[config.mk]
export PLATFORM = sky130hd
export DESIGN_NAME = uart_cmd_decoder
export DESIGN_NICKNAME = d
export VERILOG_FILES = /design/src/rtl/uart_cmd_decoder_pkg.sv /design/src/rtl/uart_cmd_shreg.sv /design/src/rtl/uart_cmd_decoder.sv
export SDC_FILE = /design/constraint.sdc
export NUM_CORES = 1
export LEC_CHECK = 0
export ABC_CLOCK_PERIOD_IN_PS = 4600
export BUFFER_PORTS_ARGS = -buffer_cell sky130_fd_sc_hd__buf_4
export CAP_MARGIN = 10
export CORE_MARGIN = 3
export CORE_UTILIZATION = 54
export DETAILED_ROUTE_END_ITERATION = 7
export PLACE_DENSITY = 0.86
export SYNTH_ARGS = -nofsm -noshare
export SYNTH_HDL_FRONTEND = slang
export SYNTH_SLANG_ARGS = --single-unit
[constraint.sdc]
create_clock -name i_clk -period 4.6 [get_ports i_clk]
set_input_delay 0.92 -clock i_clk [delete_from_list [all_inputs] [get_ports i_clk]]
set_output_delay 0.92 -clock i_clk [all_outputs]
set_load 0.01 [all_outputs]
[src/rtl/uart_cmd_decoder_pkg.sv]
// rtl/uart_cmd_decoder_pkg.sv - command codes, region bit and state types for the UART debug decoder
package uart_cmd_decoder_pkg;

  localparam logic [7:0] HALT_CMD  = 8'h48;
  localparam logic [7:0] RESET_CMD = 8'h52;
  localparam logic [7:0] START_CMD = 8'h53;
  localparam logic [7:0] WRITE_CMD = 8'h57;
  localparam logic [7:0] READ_CMD  = 8'h72;

  localparam int REGION_BIT = 10;

  typedef enum logic [2:0] {
    ST_IDLE  = 3'd0,
    ST_HDR   = 3'd1,
    ST_WDATA = 3'd2,
    ST_RREQ  = 3'd3,
    ST_RWAIT = 3'd4,
    ST_RSEND = 3'd5
  } state_e;

  typedef enum logic [1:0] {
    SH_HOLD = 2'd0,
    SH_IN   = 2'd1,
    SH_OUT  = 2'd2,
    SH_LOAD = 2'd3
  } sh_op_e;

endpackage

[src/rtl/uart_cmd_shreg.sv]
// rtl/uart_cmd_shreg.sv - MSB-first byte<->word shift register with byte counter
module uart_cmd_shreg
  import uart_cmd_decoder_pkg::*;
(
  input  logic        i_clk,
  input  logic        i_reset,
  input  sh_op_e      i_op,
  input  logic        i_clr,
  input  logic [2:0]  i_nbytes,
  input  logic [7:0]  i_byte,
  input  logic [31:0] i_word,
  output logic [31:0] o_word,
  output logic        o_last
);

  logic [31:0] data_q, data_d;
  logic [1:0]  cnt_q, cnt_d;

  // o_last flags that the byte being shifted now completes the word
  assign o_last = ({1'b0, cnt_q} == (i_nbytes - 3'd1));
  assign o_word = data_q;

  always_comb begin
    data_d = data_q;
    cnt_d  = cnt_q;
    case (i_op)
      SH_IN: begin
        data_d = {data_q[23:0], i_byte};
        cnt_d  = o_last ? 2'd0 : cnt_q + 2'd1;
      end
      SH_OUT: begin
        data_d = {data_q[23:0], 8'h00};
        cnt_d  = o_last ? 2'd0 : cnt_q + 2'd1;
      end
      SH_LOAD: begin
        data_d = i_word;
        cnt_d  = 2'd0;
      end
      default: ;
    endcase
    if (i_clr) cnt_d = 2'd0;
  end

  always_ff @(posedge i_clk) begin
    if (i_reset) begin
      data_q <= 32'h0;
      cnt_q  <= 2'd0;
    end else begin
      data_q <= data_d;
      cnt_q  <= cnt_d;
    end
  end

endmodule

[src/rtl/uart_cmd_decoder.sv]
// rtl/uart_cmd_decoder.sv - decodes host debug bytes into core control, PMEM/DMEM cycles and response bytes
module uart_cmd_decoder
  import uart_cmd_decoder_pkg::*;
#(
  parameter int PMEM_AW = 10,
  parameter int PMEM_DW = 16,
  parameter int DMEM_AW = 10,
  parameter int DMEM_DW = 32
) (
  input  logic               i_clk,
  input  logic               i_reset,
  input  logic [7:0]         i_rx_data,
  input  logic               i_rx_valid,
  output logic [7:0]         o_tx_data,
  output logic               o_tx_valid,
  input  logic               i_tx_ready,
  output logic               o_core_run,
  output logic               o_core_rst,
  output logic               o_pmem_we,
  output logic               o_pmem_re,
  output logic [PMEM_AW-1:0] o_pmem_addr,
  output logic [PMEM_DW-1:0] o_pmem_wdata,
  input  logic [PMEM_DW-1:0] i_pmem_rdata,
  output logic               o_dmem_we,
  output logic               o_dmem_re,
  output logic [DMEM_AW-1:0] o_dmem_addr,
  output logic [DMEM_DW-1:0] o_dmem_wdata,
  input  logic [DMEM_DW-1:0] i_dmem_rdata,
  output logic               o_busy,
  output logic               o_rx_drop
);

  localparam logic [2:0]  PMEM_BYTES = 3'(PMEM_DW / 8);
  localparam logic [2:0]  DMEM_BYTES = 3'(DMEM_DW / 8);
  localparam logic [15:0] PMEM_MASK  = 16'((32'd1 << PMEM_AW) - 32'd1);
  localparam logic [15:0] DMEM_MASK  = 16'((32'd1 << DMEM_AW) - 32'd1);

  state_e      state_q, state_d;
  logic [15:0] addr_q, addr_d, rem_q, rem_d;
  logic        region_q, region_d, is_wr_q, is_wr_d;
  logic        run_q, run_d, rst_q, rst_d, drop_q, drop_d, we_q, we_d;

  sh_op_e      sh_op;
  logic        sh_clr, sh_last;
  logic [2:0]  sh_nbytes;
  logic [31:0] sh_word, sh_load_word, hdr_word;
  logic [15:0] addr_inc;

  assign addr_inc  = (addr_q + 16'd1) & (region_q ? PMEM_MASK : DMEM_MASK);
  assign hdr_word  = {sh_word[23:0], i_rx_data};
  assign sh_nbytes = (state_q == ST_HDR) ? 3'd4 : (region_q ? PMEM_BYTES : DMEM_BYTES);
  // read words are left-justified so the first byte out is always bits 31:24
  assign sh_load_word = region_q ? (32'(i_pmem_rdata) << (32 - PMEM_DW))
                                 : (32'(i_dmem_rdata) << (32 - DMEM_DW));

  uart_cmd_shreg u_shreg (
    .i_clk    (i_clk),
    .i_reset  (i_reset),
    .i_op     (sh_op),
    .i_clr    (sh_clr),
    .i_nbytes (sh_nbytes),
    .i_byte   (i_rx_data),
    .i_word   (sh_load_word),
    .o_word   (sh_word),
    .o_last   (sh_last)
  );

  always_comb begin
    state_d  = state_q;
    addr_d   = addr_q;
    rem_d    = rem_q;
    region_d = region_q;
    is_wr_d  = is_wr_q;
    run_d    = run_q;
    rst_d    = 1'b0;
    drop_d   = 1'b0;
    we_d     = 1'b0;
    sh_op    = SH_HOLD;
    sh_clr   = 1'b0;

    // Address/count bookkeeping happens in the cycle the write strobe is out
    if (we_q) begin
      addr_d = addr_inc;
      rem_d  = rem_q - 16'd1;
      if (rem_q == 16'd1) state_d = ST_IDLE;
    end

    case (state_q)
      ST_IDLE: begin
        if (i_rx_valid) begin
          case (i_rx_data)
            HALT_CMD:  run_d = 1'b0;
            START_CMD: run_d = 1'b1;
            RESET_CMD: rst_d = 1'b1;
            WRITE_CMD, READ_CMD: begin
              state_d = ST_HDR;
              is_wr_d = (i_rx_data == WRITE_CMD);
              sh_clr  = 1'b1;
            end
            default: ;
          endcase
        end
      end
      ST_HDR: begin
        if (i_rx_valid) begin
          sh_op = SH_IN;
          if (sh_last) begin
            region_d = hdr_word[16+REGION_BIT];
            addr_d   = hdr_word[31:16] & (region_d ? PMEM_MASK : DMEM_MASK);
            rem_d    = hdr_word[15:0];
            if (hdr_word[15:0] == 16'd0) state_d = ST_IDLE;
            else                         state_d = is_wr_q ? ST_WDATA : ST_RREQ;
          end
        end
      end
      ST_WDATA: begin
        if (i_rx_valid) begin
          sh_op = SH_IN;
          we_d  = sh_last;
        end
      end
      ST_RREQ:  state_d = ST_RWAIT;
      ST_RWAIT: begin
        sh_op   = SH_LOAD;
        state_d = ST_RSEND;
      end
      ST_RSEND: begin
        if (i_tx_ready) begin
          sh_op = SH_OUT;
          if (sh_last) begin
            addr_d  = addr_inc;
            rem_d   = rem_q - 16'd1;
            state_d = (rem_q == 16'd1) ? ST_IDLE : ST_RREQ;
          end
        end
      end
      default: state_d = ST_IDLE;
    endcase

    if (i_rx_valid && (state_q == ST_RREQ || state_q == ST_RWAIT || state_q == ST_RSEND))
      drop_d = 1'b1;
  end

  always_ff @(posedge i_clk) begin
    if (i_reset) begin
      state_q  <= ST_IDLE;
      addr_q   <= 16'd0;
      rem_q    <= 16'd0;
      region_q <= 1'b0;
      is_wr_q  <= 1'b0;
      run_q    <= 1'b0;
      rst_q    <= 1'b0;
      drop_q   <= 1'b0;
      we_q     <= 1'b0;
    end else begin
      state_q  <= state_d;
      addr_q   <= addr_d;
      rem_q    <= rem_d;
      region_q <= region_d;
      is_wr_q  <= is_wr_d;
      run_q    <= run_d;
      rst_q    <= rst_d;
      drop_q   <= drop_d;
      we_q     <= we_d;
    end
  end

  assign o_core_run   = run_q;
  assign o_core_rst   = rst_q;
  assign o_rx_drop    = drop_q;
  assign o_busy       = (state_q != ST_IDLE);
  assign o_tx_valid   = (state_q == ST_RSEND);
  assign o_tx_data    = sh_word[31:24];
  assign o_pmem_we    = we_q & region_q;
  assign o_dmem_we    = we_q & ~region_q;
  assign o_pmem_re    = (state_q == ST_RREQ) & region_q;
  assign o_dmem_re    = (state_q == ST_RREQ) & ~region_q;
  assign o_pmem_addr  = addr_q[PMEM_AW-1:0];
  assign o_dmem_addr  = addr_q[DMEM_AW-1:0];
  assign o_pmem_wdata = sh_word[PMEM_DW-1:0];
  assign o_dmem_wdata = sh_word[DMEM_DW-1:0];

endmodule

==> flow_results.org <==
** Outcome
- Run status :: finished clean

** Placed design
- The number of placed instances, taps included, is 696.
- At the end of routability-driven placement, the weighted congestion stood at between 0.9 and 1.
- Prior to clock tree synthesis, the placed netlist has a worst setup slack of 1.65 ns.
- HPWL Detailed :: 8.91 mm
- In this run the cell area measured after placement is ~0.005 mm².
- Buffers added on ports :: about 140

** Clocking
- Cells resized by post-CTS repair :: 0
- Buffer depth of the longest clock path :: 2
- The H-tree was split into 3 levels.
- Counting every sink on the clock net gives 69.
- After clock tree synthesis, the clock-pin slew on the worst setup and hold paths is about 0.070 ns.
- After clock tree synthesis, the flow added hold-fix buffers numbering 0.
- Counting the buffers created by CTS gives 9.
- Clock latency on the worst-skew pair, taken at its later pin, is 0.35 ns.
- Buffers added to address setup during post-CTS repair amount to 0.
- Clock tree from TritonCTS :: done
- The root buffer cell chosen for the clock tree is sky130_fd_sc_hd__clkbuf_8.

** Power
- Switching portion of total power :: 33.7%
- Dividing total power by cell area gives a power density of approximately 310 mW/mm².
- Sequential share of power :: between 40 and 50%
- Combinational logic burns 25.6% of the power.
- In this run the power spent charging and discharging nets is approximately 0.00053 W.
- Clock share of power :: 28.4%
- Worst ir drop on vdd :: 0.000205 V
- Cell internal power was estimated by the tool at 0.00105 W.
- For this design the static power due to leakage is 2.12 nW.

** Min path
- For hold timing, the worst endpoint is o_core_run.
- In this run the worst hold path is classified as reg -> reg.
- Along the worst hold path, the cell count comes to 2.
- Worst Hold Launch :: o_core_run

** Detailed routing
- In this run the remaining antenna-violating nets after routing total 0.
- Number of remaining DRC errors :: 0
- Detailed routing inserted a total of 4333 vias.
- Post-detailed-route via-to-cell ratio :: 6.09
- Dividing the detail-routed wire length by the instance count gives 17.5 µm.
- Final Routed Wirelength :: roughly 12 mm
- For this block, the initial DRC count from the detailed router was between 300 and 400.
- First-pass DRT Iterations :: 6

** Synth
- Share of synthesized flip-flops with an asynchronous set or reset :: 0%
- After synthesis the netlist holds a flip-flop and latch count of 69.
- Counting every instance in the synthesized netlist gives 517.
- The netlist uses 60 different library cells.
- After synthesis the cells add up to 0.00409 mm².
- Averaged over all synthesized cells, the footprint is between 7 and 8 µm².
- Synthesis produced a netlist with a net count of 581.
- Sequential cells were found to cover between 30% and 40% of the synthesized design area.
- The most used flip-flop cell after synthesis is sky130_fd_sc_hd__dfxtp_1.
- For this run, the number of Yosys warnings is 0.
- Counting flops with a built-in enable in the synthesized netlist gives 0.

** Die
- Die extent in y :: 93.1 µm
- DIE AREA :: 0.00866 mm²
- Pin placement for this block handled around 150 I/O pins.
- Num rows :: 31
- Starting density of the core :: 56.1%
- After floorplanning, the core was sized to cover 0.00729 mm².
- Die width :: 93.1 µm

** Final layout
- The finished layout holds 712 standard cells, fillers aside.
- Most frequent cells in the layout :: 148 x sky130_fd_sc_hd__buf_4, 69 x sky130_fd_sc_hd__dfxtp_1, 65 x sky130_fd_sc_hd__nand2_1, 39 x sky130_fd_sc_hd__nor2_1, 39 x sky130_fd_sc_hd__a21oi_1
- After routing the design area is between 0.005 and 0.006 mm².
- Relative to the synthesized area, the layout overhead comes to 24.4%.
- The post-route netlist has 28.9% of its cells at a drive strength greater than 1.
- # diodes :: 0
- The filler cells instantiated in the layout total roughly 600.
- The final layout contains 672 nets.
- The library cell used most frequently in the layout, excluding fill and tap cells, is sky130_fd_sc_hd__buf_4.

** Global routing
- GRT Residual Overflow :: 0
- The number of global-route vias before repair is roughly 3800.
- Antenna violations before repair :: 0
- Largest net degree at the start of global routing :: slightly below 60
- Aggregate global-route resource usage :: 28.3%
- The first global-routing pass estimated 19.6 mm of wire.

** STA
- Final worst hold slack :: ~0.48 ns
- Setup repair after global routing left no endpoint under its margin.
- At the pin with the least slew margin, the transition time is 1.23 ns.
- Final clock skew :: 0.00598 ns
- Share of the clock period used by the worst path :: between 50 and 60%
- Headroom to the max-slew limit came out at between 15 and 20%.
- The hold violation count in the final report is 0.
- Sum Neg Setup Slack :: 0 ns
- Setup violations remaining at the end of the flow were counted as 0.
- The routed design could run at a clock period as short as 2.66 ns.
- Timing would allow up to ~0.38 GHz.
- Final Max Tran Viols :: 0
- The worst path meets setup with approximately 1.9 ns of slack.

** Critical path
- Worst-path cell chain :: buf_4 > nand2b_1 > a21oi_1 > o21a_1 > o21ai_0 > a211oi_1
- STA puts the critical path data required time at around 4.9 ns.
- In this design, the stage delay of the slowest critical-path cell is 0.97 ns.
- Worst reg2reg path endpoint :: u_shreg.cnt_q[1]
- Critical path launch point type :: input port
- Launch instance of the worst register-to-register path :: state_q[2]
- Data arrival time of the critical path :: just under 3 ns
- The worst register-to-register path has a depth of 5.
- Capturing element type of the critical path :: flop
- Along the worst path, the maximum fanout reaches 34.
- Setup slack of the most critical reg-to-reg path :: around 2.0 ns
- The slowest stage of the critical path belongs to the cell sky130_fd_sc_hd__o21a_1.
- The critical path is of the in -> reg type.

** Run
- Max-cap violations :: 0
critical path: cells and delay by family:
family                 cells  cell delay, ns
AO/OA/AOI/OAI              4            1.68
AND/OR/NAND/NOR            1            0.16
buffers and inverters      1            0.13
Yosys cell counts, types with 5 or more instances:
cell type | number | area (µm²)
sky130_fd_sc_hd__o21ai_0 | 13 | 65.1
sky130_fd_sc_hd__nor2_1 | 40 | 150
sky130_fd_sc_hd__nand2b_1 | 5 | 31.3
sky130_fd_sc_hd__a21oi_1 | 39 | 195
sky130_fd_sc_hd__nor3_1 | 23 | 115
sky130_fd_sc_hd__nand4_1 | 11 | 68.8
sky130_fd_sc_hd__buf_2 | 12 | 60.1
sky130_fd_sc_hd__a221o_1 | 5 | 50.1
sky130_fd_sc_hd__nand3_1 | 13 | 65.1
sky130_fd_sc_hd__a221oi_1 | 10 | 87.6
sky130_fd_sc_hd__nor2b_1 | 5 | 31.3
sky130_fd_sc_hd__or3_1 | 7 | 43.8
sky130_fd_sc_hd__a211oi_1 | 9 | 67.6
sky130_fd_sc_hd__inv_1 | 13 | 48.8
sky130_fd_sc_hd__nor4_1 | 7 | 43.8
sky130_fd_sc_hd__o211ai_1 | 18 | 135
sky130_fd_sc_hd__dfxtp_1 | 69 | 1380
sky130_fd_sc_hd__nand2_1 | 65 | 244
sky130_fd_sc_hd__nor3b_1 | 11 | 82.6
sky130_fd_sc_hd__buf_4 | 39 | 293
sky130_fd_sc_hd__mux2i_1 | 17 | 170
sky130_fd_sc_hd__clkbuf_1 | 17 | 63.8
through the flow:
stage          total power (W)  util (%)
2_1_floorplan         0.000970         -
3_5_place_dp           0.00114      67.4
6_report               0.00159      69.8
3_3_place_gp           0.00113      67.4
5_1_grt                0.00167      69.8
4_1_cts                0.00159      69.8
final cells by class:
class	instances	area (µm²)	area share, %
Multi-Input combinational cell	367	2250	44.2
Timing Repair Buffer	148	1110	21.8
Inverter	13	48.8	0.958
Clock buffer	12	155	3.05
Tap cell	99	124	2.43
Sequential cell	69	1380	27.1
Clock inverter	4	22.5	0.442
power groups by stage:
stage / Clock (W) / Sequential (W) / Combinational (W)
after floorplan: 0 / 0.000720 / 0.000250
after CTS: 0.000457 / 0.000726 / 0.000406
after global placement: 0 / 0.000737 / 0.000395
final: 0.000452 / 0.000730 / 0.000407
after detailed placement: 0 / 0.000739 / 0.000404
after global routing: 0.000487 / 0.000734 / 0.000444
how the worst max path moves through the flow:
stage / cells after the start / from / to / slack (ns)
after floorplan: 5 / i_rx_data[2] / state_q[0] / 2.41
after global placement: 6 / i_tx_ready / u_shreg.cnt_q[1] / 1.77
after detailed placement: 6 / i_tx_ready / u_shreg.cnt_q[1] / 1.65
after CTS: 6 / i_tx_ready / u_shreg.cnt_q[1] / 2.01
after global routing: 6 / i_tx_ready / u_shreg.cnt_q[1] / 1.74
final: 6 / i_tx_ready / u_shreg.cnt_q[1] / 1.94
kinds of logic after synthesis:
| logic type | after synthesis | share of synthesized area [%] |
|---|---|---|
| AO/OA/AOI/OAI | 125 | 21.0 |
| XOR/XNOR | 8 | 1.71 |
| adder cells (fa/ha/maj) | 4 | 1.22 |
| buffers and inverters | 81 | 11.4 |
| flip-flops | 69 | 33.8 |
| multiplexers | 17 | 4.16 |
| AND/OR/NAND/NOR | 213 | 26.8 |
registers in the layout (all words and copies together) (netlist names), 2 cells and up:
signal	flops
addr_q	10
rem_q	16
state_q	3
u_shreg.cnt_q	2
u_shreg.o_word	32
routing by layer:
| metal | vias to the layer above | wire length, µm | global-route usage (%) |
|---|---|---|---|
| met5 | - | 0 | 0 |
| met4 | 0 | 275 | 11.8 |
| met3 | 19 | 1110 | 3.94 |
| met2 | 249 | 5990 | 45.3 |
| met1 | 2028 | 5040 | 38.4 |
| li1 | 2037 | - | - |
(Power assumes the default switching activity.)
